--- src/rtl/brentkung.sv ---
// 16-bit Brent-Kung parallel-prefix adder.
// Ports:
//   A, B  - 16-bit addends
//   Cin   - carry into bit 0
//   Sum   - A + B + Cin, modulo 2^16
//   Cout  - carry out of bit 15
module brentkung (
  input  logic [15:0] A,
  input  logic [15:0] B,
  input  logic        Cin,
  output logic [15:0] Sum,
  output logic        Cout
);

  logic [15:0] w_g;
  logic [15:0] w_p;
  logic [15:0] w_gg;
  logic [15:0] w_pp;

  // After the sweeps, w_gg[i] is the carry out of bit i (group [i:0] including Cin).
  always_comb begin
    w_g     = A & B;
    w_p     = A ^ B;
    w_gg    = w_g;
    w_pp    = w_p;
    // Fold Cin into bit 0 so every prefix automatically includes it.
    w_gg[0] = w_g[0] | (w_p[0] & Cin);
    // Up-sweep: bit i where (i+1) is a multiple of 2^(l+1) absorbs the group 2^l below it.
    for (int l = 0; l < 4; l++) begin
      for (int i = 0; i < 16; i++) begin
        if (((i + 1) % (2 << l)) == 0) begin
          w_gg[4'(i)] = w_gg[4'(i)] | (w_pp[4'(i)] & w_gg[4'(i - (1 << l))]);
          w_pp[4'(i)] = w_pp[4'(i)] & w_pp[4'(i - (1 << l))];
        end
      end
    end
    // Down-sweep: fill the remaining positions from the nearest completed prefix.
    for (int l = 2; l >= 0; l--) begin
      for (int i = 0; i < 16; i++) begin
        if ((i >= 3 * (1 << l) - 1) && (((i + 1 - 3 * (1 << l)) % (2 << l)) == 0)) begin
          w_gg[4'(i)] = w_gg[4'(i)] | (w_pp[4'(i)] & w_gg[4'(i - (1 << l))]);
        end
      end
    end
  end

  assign Sum  = w_p ^ {w_gg[14:0], Cin};
  assign Cout = w_gg[15];

endmodule

--- src/rtl/mp_add_seq.sv ---
// Word-serial multi-precision adder/subtractor built around one 16-bit Brent-Kung adder.
// Operands are processed 16 bits per clock, least-significant word first, with the
// word carry registered between clocks.
// Ports:
//   clk, rst_n          - clock, asynchronous active-low reset
//   in_valid, in_ready  - operand handshake (A, B, Cin, Sub)
//   A, B                - W-bit operands, W = 16*NWORDS
//   Cin                 - carry into word 0 (ignored when Sub=1)
//   Sub                 - 0: A+B+Cin, 1: A-B
//   out_valid, out_ready- result handshake (Sum, Cout)
//   Sum                 - registered W-bit result
//   Cout                - registered top carry; not-borrow when Sub=1
module mp_add_seq #(
  parameter int unsigned NWORDS = 4
) (
  input  logic                   clk,
  input  logic                   rst_n,
  input  logic                   in_valid,
  output logic                   in_ready,
  input  logic [16*NWORDS-1:0]   A,
  input  logic [16*NWORDS-1:0]   B,
  input  logic                   Cin,
  input  logic                   Sub,
  output logic                   out_valid,
  input  logic                   out_ready,
  output logic [16*NWORDS-1:0]   Sum,
  output logic                   Cout
);

  localparam int unsigned W  = 16 * NWORDS;
  localparam int unsigned IW = $clog2(NWORDS);

  typedef enum logic [1:0] {StIdle, StRun, StDone} state_e;

  state_e          r_state;
  state_e          w_state_d;
  logic [W-1:0]    r_a;
  logic [W-1:0]    r_b;
  logic            r_sub;
  logic            r_carry;
  logic [IW-1:0]   r_idx;
  logic [W-1:0]    r_sum;
  logic            r_cout;

  logic [IW+3:0]   w_base;
  logic [15:0]     w_a_word;
  logic [15:0]     w_b_word;
  logic [15:0]     w_sum_word;
  logic            w_cout_word;
  logic            w_last;

  assign w_base   = {r_idx, 4'b0000};
  assign w_a_word = r_a[w_base +: 16];
  // Subtraction is A + ~B + 1; the +1 comes from the carry preset at accept time.
  assign w_b_word = r_b[w_base +: 16] ^ {16{r_sub}};
  assign w_last   = (r_idx == IW'(NWORDS - 1));

  brentkung u_adder (
    .A    (w_a_word),
    .B    (w_b_word),
    .Cin  (r_carry),
    .Sum  (w_sum_word),
    .Cout (w_cout_word)
  );

  always_ff @(posedge clk or negedge rst_n) begin
    if (!rst_n) begin
      r_state <= StIdle;
    end else begin
      r_state <= w_state_d;
    end
  end

  always_comb begin
    w_state_d = r_state;
    unique case (r_state)
      StIdle:  if (in_valid)  w_state_d = StRun;
      StRun:   if (w_last)    w_state_d = StDone;
      StDone:  if (out_ready) w_state_d = StIdle;
      default:                w_state_d = StIdle;
    endcase
  end

  always_ff @(posedge clk or negedge rst_n) begin
    if (!rst_n) begin
      r_a     <= '0;
      r_b     <= '0;
      r_sub   <= 1'b0;
      r_carry <= 1'b0;
      r_idx   <= '0;
      r_sum   <= '0;
      r_cout  <= 1'b0;
    end else begin
      unique case (r_state)
        StIdle: begin
          if (in_valid) begin
            r_a     <= A;
            r_b     <= B;
            r_sub   <= Sub;
            r_carry <= Sub | Cin;
            r_idx   <= '0;
          end
        end
        StRun: begin
          r_sum[w_base +: 16] <= w_sum_word;
          r_carry             <= w_cout_word;
          r_idx               <= r_idx + 1'b1;
          if (w_last) begin
            r_cout <= w_cout_word;
          end
        end
        default: ;
      endcase
    end
  end

  assign in_ready  = (r_state == StIdle);
  assign out_valid = (r_state == StDone);
  assign Sum       = r_sum;
  assign Cout      = r_cout;

endmodule

--- config.mk ---
export PLATFORM = sky130hd
export DESIGN_NAME = mp_add_seq
export DESIGN_NICKNAME = d
export VERILOG_FILES = /design/src/rtl/brentkung.sv /design/src/rtl/mp_add_seq.sv
export SDC_FILE = /design/constraint.sdc
export NUM_CORES = 1
export LEC_CHECK = 0
export CELL_PAD_IN_SITES_DETAIL_PLACEMENT = 0
export CELL_PAD_IN_SITES_GLOBAL_PLACEMENT = 1
export CORE_UTILIZATION = 35
export CTS_BUF_LIST = sky130_fd_sc_hd__clkbuf_16
export CTS_CLUSTER_DIAMETER = 60
export CTS_CLUSTER_SIZE = 25
export DETAILED_ROUTE_END_ITERATION = 16
export PLACE_DENSITY = 0.76
export SLEW_MARGIN = 20
export SYNTH_ARGS = -nofsm -noshare
export SYNTH_HDL_FRONTEND = slang
export SYNTH_SLANG_ARGS = --single-unit
export TNS_END_PERCENT = 1
--- constraint.sdc ---
create_clock -name clk -period 8.6 [get_ports clk]
set_clock_uncertainty 0.15 [all_clocks]
set_input_delay 1.29 -clock clk [delete_from_list [all_inputs] [get_ports clk]]
set_output_delay 1.29 -clock clk [all_outputs]
set_load 0.01 [all_outputs]
==> Implementation_results.wiki <==
{| class="wikitable"
! Metric !! Value
|-
| Result of the run || finished, final reports clean
|-
| Cell type group with the largest total delay on the critical path || adder cells
|-
| Hold-fix buffers, CTS || 0
|-
| Final estimated routing congestion in global placement || roughly 0.76
|-
| Final clock period utilization by the worst path || 0.4796
|-
| Diode count || 0
|-
| Effective utilization at floorplan || 0.3615
|-
| CP max FO || 37
|-
| Number of clock sinks seen by CTS || a little under 200
|-
| Worst R2R Start || r_idx[1]
|-
| Final TNS setup || 0 ns
|-
| Horizontal die dimension || 161.4 um
|-
| Die Area || around 26000 um2
|-
| Most prevalent standard cell on the critical path || sky130_fd_sc_hd__fa_1
|-
| Maximum number of pins on one net before global-route repair || ~120
|-
| Wire length of the first global-routing pass || around 37000 um
|-
| Post-detailed-route count of antenna-violating nets || 0
|-
| Worst Hold End || r_a[49]
|-
| EDFF count, synth || 0
|-
| Total of warnings raised by yosys || 0
|-
| Global-route total usage across every layer || 0.1856
|-
| Leading post-synthesis cells by instance count || sky130_fd_sc_hd__nand2_1, sky130_fd_sc_hd__dfrtp_1, sky130_fd_sc_hd__o21ai_0
|-
| Share of post-route cells with drive strength above 1 || 0.07813
|-
| Number of DRC violations after detailed-routing iteration 0 || 391
|-
| Insertion delay of the later-clocked pin in the worst-skew pair || approximately 0.44 ns
|-
| Total buffers and inverters traversed by the critical path || 0
|-
| Top-area cell type share of the netlist area || 0.5599
|-
| Post-CTS Resized || 0
|-
| Startpoint-to-endpoint class of the critical path || flop to flop
|-
| Area of the core || 24600 um2
|-
| Vias in the first global route || 6712
|-
| Register-to-register path setup slack || about 4.5 ns
|-
| Tmin final || 4.124 ns
|-
| Cell count after synthesis || 903
|-
| Routed WL || roughly 23000 um
|-
| Initial antenna violation count || 0
|-
| Cell leakage power || about 5.6 nW
|-
| Length of the first detailed-routing pass in iterations || 5
|-
| Clock transition at path regs || 0.07 ns
|-
| Required @ worst endpoint || 8.74 ns
|-
| Max-Slew Margin vs Limit || 0.3141
|-
| Drt via density || approximately 4.7
|-
| Post-Syn Area per Cell || approximately 9.8 um2
|-
| Hold Path Class || flop to flop
|-
| Share of the synthesized netlist area taken by xor and xnor gates || 0.02560
|-
| Fmax || about 240 MHz
|-
| Setup-failing EPs final || 0
|-
| Power density cells || 410.1 nW/um2
|-
| Overflow after GRT || 0
|-
| Post-Place Setup Slack || 4.424 ns
|-
| Number of max-slew violations in the final report || 0
|-
| Die height || 161.4 um
|-
| Residual DRC count || 0
|-
| Element type at the critical path end || flop
|-
| Clock root cell || sky130_fd_sc_hd__clkbuf_16
|-
| Vias || 6652
|-
| Cells after DPL || around 1400
|-
| DR WL/cell || 16.37 um
|-
| Post-layout instance count excluding filler cells || 1412
|-
| Count of distinct cell types in the synthesized netlist || 35
|-
| GRT Max-Usage Layer || met2
|-
| Synthesized-area fraction occupied by ao, oa, aoi and oai cells || 0.05205
|-
| Async set-or-reset flop fraction in the synthesized netlist || 1.000
|-
| Syn_nets || roughly 1100
|-
| Buffers on Ports || 200
|-
| Met3 Use GR || 0.02825
|-
| Ports || around 200
|-
| Area share of and/or/nand/nor cells after synthesis || 0.2085
|-
| Dominant combinational cell family by area after synthesis || simple AND/OR/NAND/NOR gates
|-
| H-Tree Depth || 4
|-
| Critical path's largest stage delay || slightly below 1 ns
|-
| Row Count || 57
|-
| Cell type with the largest total area after synthesis || sky130_fd_sc_hd__dfrtp_1
|-
| Post-layout nets || 1235
|-
| Total standard cell area after synthesis || roughly 8900 um2
|-
| Most frequent cell after synthesis || sky130_fd_sc_hd__nand2_1
|-
| Hold path start || r_a[49]
|-
| Max Buffers Root-to-Sink || 2
|-
| Number of cells traversed by the worst hold path || 2
|-
| Share of synthesized cell area in full adder, half adder and majority cells || 0.03939
|-
| Half-perimeter wire length after detailed placement || ~16000 um
|-
| Post-layout power || 4.787 mW
|-
| Fin worst setup slack || 4.476 ns
|-
| Clock buffer count from CTS || 17
|-
| Slew of the pin with the lowest slew margin || just over 1 ns
|-
| Reported max-cap violation count || 0
|-
| Chain of cells forming the critical path || mux4_2, xnor2_1, fa_1, fa_1, nand2b_1, a21oi_1, nor2_1, fa_1, xor2_1, o21ai_0
|-
| Multiplexer share of the synthesized area || 0.08230
|-
| Peak supply drop || ~190 uV
|-
| TritonCTS clock tree || yes
|-
| Cell types occupying the most area after synthesis || sky130_fd_sc_hd__dfrtp_1, sky130_fd_sc_hd__nand2_1, sky130_fd_sc_hd__mux4_2
|-
| Most used DFF post-synth || sky130_fd_sc_hd__dfrtp_1
|-
| Slowest library cell on the worst path || sky130_fd_sc_hd__dfrtp_2
|-
| Area added between synthesis and finish || 31.25%
|-
| Number of failing hold endpoints at the final stage || 0
|-
| Cell count of the worst reg-to-reg path || 10
|-
| GR met1 Demand/Resource || 0.2466
|-
| Routing usage on met2 || 0.3145
|-
| Number of post-CTS setup repair buffers || 0
|-
| RSZ-0062 raised after global routing || no
|-
| Number of synthesized register bits || 199
|-
| Crit path DAT || 4.27 ns
|-
| Proportion of synthesized chip area in sequential cells || 0.5599
|-
| Endpoint of the worst register-to-register path || Sum[7]
|-
| Type of origin of the critical path || flop
|}
[cell families after synthesis]
family / Yosys count
AND/OR/NAND/NOR: 480
flip-flops: 199
AO/OA/AOI/OAI: 78
buffers and inverters: 62
multiplexers: 33
XOR/XNOR: 26
adder cells (fa/ha/maj): 25
[stage by stage]
step,hold WS [ns],util,cell area [um2]
CTS,0.3258,0.4736,11650
floorplan,0.2903,-,8894
detailed placement,0.3086,0.4512,11100
finish,0.3229,0.4744,11670
global route,0.3452,0.4744,11670
global placement,0.3036,0.4512,11100
[power by group]
part / switching, mW / internal, mW
Clock: 0.369 / 0.402
Combinational: 1.43 / 1.00
Sequential: 0.259 / 1.32
Total: 2.06 / 2.73
[worst max path at each step]
stage	cells past startpoint	from	to	slack, ns
final	10	r_idx[1]	Sum[7]	4.48
after global routing	10	r_idx[1]	Sum[7]	4.19
after CTS	10	r_idx[1]	Sum[7]	4.42
after detailed placement	10	r_idx[1]	Sum[7]	4.42
after global placement	10	r_idx[1]	Sum[7]	4.53
after floorplan	12	r_idx[0]	Sum[23]	4.79
[state kept, by name (all words and copies together) (netlist names)]
register and cells:
r_sub 1, Cout 1, r_a 64, r_state 2
r_b 64, Sum 64, r_carry 1, r_idx 2
[worst reg2reg max path: stages (launching register included)]
cell and delay (ns):
sky130_fd_sc_hd__dfrtp_2 0.99, sky130_fd_sc_hd__mux4_2 0.43, sky130_fd_sc_hd__xnor2_1 0.16, sky130_fd_sc_hd__fa_1 0.41
sky130_fd_sc_hd__fa_1 0.46, sky130_fd_sc_hd__nand2b_1 0.20, sky130_fd_sc_hd__a21oi_1 0.24, sky130_fd_sc_hd__nor2_1 0.11
sky130_fd_sc_hd__fa_1 0.38, sky130_fd_sc_hd__xor2_1 0.31, sky130_fd_sc_hd__o21ai_0 0.14
[layout make-up]
type / count / area (um2)
Multi-Input combinational cell: 642 / 3637
Timing Repair Buffer: 205 / 2056
Clock inverter: 14 / 125.1
Fill cell: 2403 / 12930
Tap cell: 324 / 405.4
Sequential cell: 199 / 4982
Clock buffer: 17 / 425.4
Inverter: 11 / 41.29
[metal layers]
layer,part of all wire,vias up
met5,0,-
met4,0.013,0
met3,0.048,15
met1,0.44,3242
li1,-,3233
met2,0.50,162
[placed cells by master (no fill, tap or decap), types with 3 or more instances in the layout]
cell type                         instances
sky130_fd_sc_hd__a21o_1                   3
sky130_fd_sc_hd__buf_4                    4
sky130_fd_sc_hd__clkbuf_16               17
sky130_fd_sc_hd__clkdlybuf4s50_1        199
sky130_fd_sc_hd__clkinv_2                 3
sky130_fd_sc_hd__dfrtp_1                197
sky130_fd_sc_hd__fa_1                     5
sky130_fd_sc_hd__ha_1                    20
sky130_fd_sc_hd__inv_1                   12
sky130_fd_sc_hd__inv_6                    4
sky130_fd_sc_hd__mux4_2                  32
sky130_fd_sc_hd__nand2_1                457
sky130_fd_sc_hd__nand2_4                  3
sky130_fd_sc_hd__nand2b_1                 5
sky130_fd_sc_hd__nor2_1                   5
sky130_fd_sc_hd__o21ai_0                 44
sky130_fd_sc_hd__o21ai_1                 11
sky130_fd_sc_hd__o21ai_2                 10
sky130_fd_sc_hd__o31ai_1                  5
sky130_fd_sc_hd__xnor2_1                 10
sky130_fd_sc_hd__xor2_1                  16
Note: power is estimated with default switching activity, not from simulation.
